<file path="src/rtl/hall_pkg.sv">
// Shared types and helpers for the hall-sensor sector decoder.
package hall_pkg;

  typedef logic [2:0] sector_t;

  localparam int         SECTOR_COUNT = 6;
  localparam logic [2:0] HALL_INV_LO  = 3'b000;
  localparam logic [2:0] HALL_INV_HI  = 3'b111;

  typedef struct packed {
    logic    valid;
    sector_t sector;
  } hall_dec_t;

  // Map a {C,B,A} hall code onto its commutation sector; 000/111 are invalid.
  function automatic hall_dec_t hall_to_sector(input logic [2:0] code);
    hall_dec_t d;
    d.valid  = 1'b1;
    d.sector = 3'd0;
    case (code)
      3'b001:  d.sector = 3'd0;
      3'b011:  d.sector = 3'd1;
      3'b010:  d.sector = 3'd2;
      3'b110:  d.sector = 3'd3;
      3'b100:  d.sector = 3'd4;
      3'b101:  d.sector = 3'd5;
      default: d.valid  = 1'b0;
    endcase
    return d;
  endfunction

  function automatic sector_t sector_next(input sector_t s);
    return (s == sector_t'(SECTOR_COUNT - 1)) ? 3'd0 : s + 3'd1;
  endfunction

  function automatic sector_t sector_prev(input sector_t s);
    return (s == 3'd0) ? sector_t'(SECTOR_COUNT - 1) : s - 3'd1;
  endfunction

endpackage

</file>
<file path="src/rtl/hall_glitch_filter.sv">
// Two-flop synchronizer plus stability filter for the raw hall inputs.
// o_accept is a combinational strobe that is high on the edge where
// o_filt_hall takes a new value; o_accept_code is the value being taken.
module hall_glitch_filter
  import hall_pkg::*;
#(
  parameter int FILTER_LEN = 16
) (
  input  logic       i_clk,
  input  logic       i_rst,
  input  logic [2:0] i_hall,
  output logic [2:0] o_filt_hall,
  output logic       o_accept,
  output logic [2:0] o_accept_code
);

  localparam int               CNT_W   = $clog2(FILTER_LEN);
  localparam logic [CNT_W-1:0] CNT_MAX = CNT_W'(FILTER_LEN - 1);

  logic [2:0]       r_s1;
  logic [2:0]       r_s2;
  logic [2:0]       r_cand;
  logic [2:0]       r_filt;
  logic [CNT_W-1:0] r_fcnt;
  logic             r_primed;
  logic             w_stable;

  // The very first stable code after reset is always reported, even if it
  // matches the reset value of r_filt, so downstream sees an initial state.
  assign w_stable      = (r_s2 == r_cand) && (r_fcnt == CNT_MAX);
  assign o_accept      = w_stable && (!r_primed || (r_cand != r_filt));
  assign o_accept_code = r_cand;
  assign o_filt_hall   = r_filt;

  // Synchronize, then require the candidate to hold for FILTER_LEN cycles.
  always_ff @(posedge i_clk) begin
    if (i_rst) begin
      r_s1     <= 3'b000;
      r_s2     <= 3'b000;
      r_cand   <= 3'b000;
      r_filt   <= 3'b000;
      r_fcnt   <= '0;
      r_primed <= 1'b0;
    end else begin
      r_s1 <= i_hall;
      r_s2 <= r_s1;
      if (r_s2 != r_cand) begin
        r_cand <= r_s2;
        r_fcnt <= '0;
      end else if (r_fcnt == CNT_MAX) begin
        r_filt   <= r_cand;
        r_primed <= 1'b1;
      end else begin
        r_fcnt <= r_fcnt + 1'b1;
      end
    end
  end

endmodule

</file>
<file path="src/rtl/hall_sector_decoder.sv">
// Hall sensor conditioning: filtered code -> sector, direction, step strobe,
// step period measurement, and skip/fault/stall reporting.
module hall_sector_decoder
  import hall_pkg::*;
#(
  parameter int FILTER_LEN   = 16,
  parameter int PERIOD_W     = 24,
  parameter int STALL_CYCLES = 2700000
) (
  input  logic                clk,
  input  logic                rst,
  input  logic [2:0]          hall_in,
  output logic [2:0]          filt_hall,
  output logic [2:0]          sector,
  output logic                sector_valid,
  output logic                step_pulse,
  output logic                dir,
  output logic                skip_err,
  output logic                hall_fault,
  output logic [PERIOD_W-1:0] period,
  output logic                period_valid,
  output logic                stall
);

  localparam logic [PERIOD_W-1:0] PCNT_MAX = '1;
  localparam logic [PERIOD_W-1:0] STALL_TC = PERIOD_W'(STALL_CYCLES - 1);

  logic [2:0]          w_filt_hall;
  logic                w_accept;
  logic [2:0]          w_accept_code;
  hall_dec_t           w_dec;
  logic                w_fwd;
  logic                w_rev;
  logic                w_step;
  logic                w_skip;
  logic [PERIOD_W-1:0] w_period_next;

  sector_t             r_sector;
  logic                r_sector_valid;
  logic                r_step;
  logic                r_dir;
  logic                r_skip;
  logic                r_fault;
  logic [PERIOD_W-1:0] r_period;
  logic                r_period_valid;
  logic                r_stall;
  logic [PERIOD_W-1:0] r_pcnt;
  // Previous step was legal with nothing (fault/skip/stall) since.
  logic                r_chain;

  hall_glitch_filter #(
    .FILTER_LEN(FILTER_LEN)
  ) u_filter (
    .i_clk        (clk),
    .i_rst        (rst),
    .i_hall       (hall_in),
    .o_filt_hall  (w_filt_hall),
    .o_accept     (w_accept),
    .o_accept_code(w_accept_code)
  );

  // Classify the code being accepted this cycle against the current sector.
  always_comb begin
    w_dec         = hall_to_sector(w_accept_code);
    w_fwd         = (w_dec.sector == sector_next(r_sector));
    w_rev         = (w_dec.sector == sector_prev(r_sector));
    w_step        = w_accept && w_dec.valid && r_sector_valid && (w_fwd || w_rev);
    w_skip        = w_accept && w_dec.valid && r_sector_valid && !(w_fwd || w_rev);
    w_period_next = (r_pcnt == PCNT_MAX) ? PCNT_MAX : r_pcnt + 1'b1;
  end

  // Sector tracking, strobes, period measurement and stall detection.
  always_ff @(posedge clk) begin
    if (rst) begin
      r_sector       <= 3'd0;
      r_sector_valid <= 1'b0;
      r_step         <= 1'b0;
      r_dir          <= 1'b1;
      r_skip         <= 1'b0;
      r_fault        <= 1'b0;
      r_period       <= '0;
      r_period_valid <= 1'b0;
      r_stall        <= 1'b0;
      r_pcnt         <= '0;
      r_chain        <= 1'b0;
    end else begin
      r_step <= w_step;
      r_skip <= w_skip;

      if (w_step)                 r_pcnt <= '0;
      else if (r_pcnt != PCNT_MAX) r_pcnt <= r_pcnt + 1'b1;

      if (w_accept) begin
        if (!w_dec.valid) begin
          r_fault        <= 1'b1;
          r_sector_valid <= 1'b0;
          r_period_valid <= 1'b0;
          r_chain        <= 1'b0;
        end else begin
          r_sector       <= w_dec.sector;
          r_sector_valid <= 1'b1;
          r_fault        <= 1'b0;
          if (w_step) begin
            r_dir          <= w_fwd;
            r_period       <= w_period_next;
            r_period_valid <= r_chain && (w_fwd == r_dir) && !r_stall;
            r_chain        <= 1'b1;
            r_stall        <= 1'b0;
          end else if (w_skip) begin
            r_period_valid <= 1'b0;
            r_chain        <= 1'b0;
          end
        end
      end

      // A step on this edge restarts the count, so it wins over the threshold.
      if (!w_step && (r_pcnt == STALL_TC)) begin
        r_stall        <= 1'b1;
        r_period_valid <= 1'b0;
        r_chain        <= 1'b0;
      end
    end
  end

  assign filt_hall    = w_filt_hall;
  assign sector       = r_sector;
  assign sector_valid = r_sector_valid;
  assign step_pulse   = r_step;
  assign dir          = r_dir;
  assign skip_err     = r_skip;
  assign hall_fault   = r_fault;
  assign period       = r_period;
  assign period_valid = r_period_valid;
  assign stall        = r_stall;

endmodule

</file>
<file path="config.mk">
export PLATFORM = sky130hd
export DESIGN_NAME = hall_sector_decoder
export DESIGN_NICKNAME = d
export VERILOG_FILES = /design/src/rtl/hall_pkg.sv /design/src/rtl/hall_glitch_filter.sv /design/src/rtl/hall_sector_decoder.sv
export SDC_FILE = /design/constraint.sdc
export NUM_CORES = 1
export LEC_CHECK = 0
export CAP_MARGIN = 20
export CORE_MARGIN = 2
export CORE_UTILIZATION = 30
export DETAILED_ROUTE_END_ITERATION = 8
export GPL_ROUTABILITY_DRIVEN = 0
export PLACE_DENSITY_LB_ADDON = 0.15
export SLEW_MARGIN = 25
export SYNTH_ARGS = -nofsm -noshare
export SYNTH_HDL_FRONTEND = slang
export SYNTH_HIERARCHICAL = 1
export SYNTH_SLANG_ARGS = --single-unit
</file>
<file path="constraint.sdc">
create_clock -name clk -period 2.65 [get_ports clk]
set_input_delay 0.53 -clock clk [delete_from_list [all_inputs] [get_ports clk]]
set_output_delay 0.53 -clock clk [all_outputs]
set_load 0.02 [all_outputs]
</file>
==> key figures <==
Setup path
  – Setup crit end: period[2]$_SDFFE_PP0P_
  – Worst setup EP type: register
  – Req. time, crit path: 2.90 ns
  – Critical Path Source: u_filter/r_fcnt[1]$_SDFFE_PP0P_
  – Flop2flop setup slack: 0.13 ns
  – Reg2Reg Depth: 9
  – Startpoint types: register
  – Worst EP arrival: around 2.8 ns
  – Critical R2R Launch: u_filter/r_fcnt[1]$_SDFFE_PP0P_
  – Crit path kind: reg2reg
  – Reg2reg end: period[2]$_SDFFE_PP0P_
  – Crit Path Max Fanout: 25

Timing
  – Rel. slew slack: 64.6%
  – Post-layout min period: 2.52 ns
  – Slew @ Worst Pin: roughly 0.53 ns
  – WHS: about 0.43 ns
  – TNS Setup: 0 ns
  – Final hold violations: 0
  – Final worst-path cycle share: around 95%
  – Max-slew violations: 0
  – Clk_skew: 0.00658 ns
  – Final setup vio count: 0
  – Max Fclk: between 0.3 and 0.4 GHz

Global route
  – Antenna violations before repair: 0
  – Global-route wire length before repair: 14300 µm
  – Vias in the first global route: 2897
  – Total grt overflow: 0
  – All-Layer GR Usage: about 14%
  – Largest net degree at the start of global routing: 27

Floorplan
  – Die Wd: 113 µm
  – Initial Utilization: between 30% and 40%
  – Site row count: 39
  – IO Count: 42
  – Core ar.: 11500 µm²
  – Overall die height: roughly 110 µm
  – Die area: 12700 µm²

Job
  – Max cap viols: 0

Synth
  – Syn Inst Count: 402
  – Distinct cells, synth: 59
  – Register area share after synthesis: between 40% and 50%
  – Commonest cells in the netlist: dfxtp_1, nor3_1, clkbuf_1, nor2_1, nand2b_1
  – Syn_area_per_cell: approximately 8.8 µm²
  – Mapped Nets: just over 400
  – Main synth FF type: dfxtp_1
  – Post-synthesis instance area: 3540 µm²
  – Top-count cell post-synth: dfxtp_1
  – #FFs+latches synth: 76
  – Synth area leaders: dfxtp_1, nor3_1, nand2b_1
  – Ys async rst share: 0%
  – Leading area contributor after synthesis: dfxtp_1
  – Synth Warn #: 6
  – Yosys top cell area share: between 40% and 50%
  – EDFF count, synth: 0

Route
  – Final ANT Viol Nets: 0
  – Final wirelength: 8420 µm
  – Vias: 3003
  – Detailed Routing Iterations Pass 1: 4
  – Initial drt markers: about 180
  – DRC viols: 0
  – Vias per cell: 5.12
  – Drt wl/cell: 14.4 µm

Cells and area
  – Area taken by flip-flops and latches: 1520 µm²
  – Area delta synth->final: 27.1%
  – Share of cells above drive strength 1: 12.2%
  – # nets final: 447
  – Final Util: between 30% and 40%
  – Diodes inserted: 0
  – Area of the multi-input gates: 1870 µm²
  – # fillers: around 1100
  – Finished Layout Cells: between 500 and 600

Clock tree
  – CTS tree: yes
  – Post-CTS Setup Bufs: 0
  – Worst skew pair latency: 0.33 ns
  – CTS Root Cell: clkbuf_16
  – Clk pin slew, worst setup/hold paths: ~0.060 ns
  – CTS Buf Count: 9
  – Num Clock Sinks: 76
  – Max clock buf depth: 2
  – H-tree Lvls: 3

Placement
  – Port bufs: 41
  – Dpl cells: 572
  – Post-detail-place hpwl: slightly below 6000 µm

Power and ir drop
  – Maximum vdd drop: 0.241 mV
  – Pwr Total: about 2.5 mW
  – PD cells: 567 nW/µm²
  – Leakage Power: 1.53 nW

Min path
  – Hold depth: 1
  – Worst Hold Class: reg2reg
  – Min-Delay Startpoint: u_filter/r_s1[1]$_SDFF_PP0_

Status
  – Outcome: completed
[sequential cells by signal, summed over array words and instances (netlist names)]
| register | flops |
|---|---|
| period | 24 |
| r_pcnt | 24 |
| u_filter/r_fcnt | 4 |
| sector | 3 |
| u_filter/o_accept_code | 3 |
| u_filter/o_filt_hall | 3 |
| u_filter/r_s1 | 3 |
| u_filter/r_s2 | 3 |
| dir | 1 |
| hall_fault | 1 |
| period_valid | 1 |
| r_chain | 1 |
| sector_valid | 1 |
| skip_err | 1 |
| stall | 1 |
| step_pulse | 1 |
| u_filter/r_primed | 1 |
[cell usage in the layout (no fill, tap or decap), drive strengths merged, types with 10 or more instances in the layout]
cell           synthesis  layout
nor3                  35      35
nand2b                26      26
xnor2                 11      11
nor4                  13      13
nand2                 22      22
nor2                  28      28
nand3                 12      12
buf                    3      18
clkbuf                28      12
xor2                  10      10
inv                   13      13
nand4                 11      11
dfxtp                 76      76
o22ai                 25      25
clkdlybuf4s50          0      40
nor2b                 13      13
a21oi                 10      10
[layout make-up]
| cell class | instances | share of cell area [%] |
|---|---|---|
| sequential | 76 | 33.9 |
| multi-input combinational | 282 | 41.5 |
| inverter | 13 | 1.09 |
| clock inverter | 2 | 1.34 |
| tap | 143 | 3.98 |
| clock buffer | 12 | 5.48 |
| timing repair buffer | 58 | 12.7 |
[cells by family after synthesis]
group / Yosys count / synth area share [%]
simple gates: 184 / 30.3
flops: 76 / 43.0
compound gates: 67 / 13.3
buf+inv: 44 / 5.02
xor+xnor: 21 / 5.41
mux: 8 / 2.26
fa+ha+maj: 2 / 0.708
[through the flow]
stage / instance area, µm² / setup slack (ns)
finish: 4490 / 0.126
global route: 4490 / -0.0129
CTS: 4490 / 0.0134
detailed placement: 4180 / 0.0403
global placement: 4180 / 0.0941
floorplan: 3550 / 0.0305
[worst max-delay path, stage by stage (launching register included)]
cell,delay (ns)
dfxtp_2,0.35
ha_4,0.16
nand3_4,0.07
or4_4,0.56
a41oi_2,0.19
nand2_1,0.09
or3_4,0.37
a211o_1,0.29
buf_12,0.17
o22ai_1,0.17
[per-layer routing]
metal	track usage, %	wire length (µm)
met1	18.2	4090
met2	22.1	3990
met3	3.35	227
met4	4.88	109
met5	0	0
[where the power goes]
part           leakage (nW)  internal (mW)  switching (mW)
clock network         0.149          0.840           0.434
logic                 0.766         0.0437          0.0575
registers             0.615           1.16          0.0147
[worst min path at each step]
| stage | to | slack (ns) |
|---|---|---|
| after floorplan | u_filter/r_s2[0]$_SDFF_PP0_ | 0.41 |
| after global placement | u_filter/r_s2[0]$_SDFF_PP0_ | 0.43 |
| after detailed placement | u_filter/r_s2[1]$_SDFF_PP0_ | 0.43 |
| after CTS | u_filter/r_s2[1]$_SDFF_PP0_ | 0.44 |
| after global routing | u_filter/r_s2[0]$_SDFF_PP0_ | 0.45 |
| final | u_filter/r_s2[1]$_SDFF_PP0_ | 0.43 |
[what timing repair did]
action,in CTS,in global routing
resized for setup,0,3
endpoints found under the setup margin,0,27
hold endpoints to repair,0,0
hold buffers,0,0
Power figures use the tool's default switching activity.
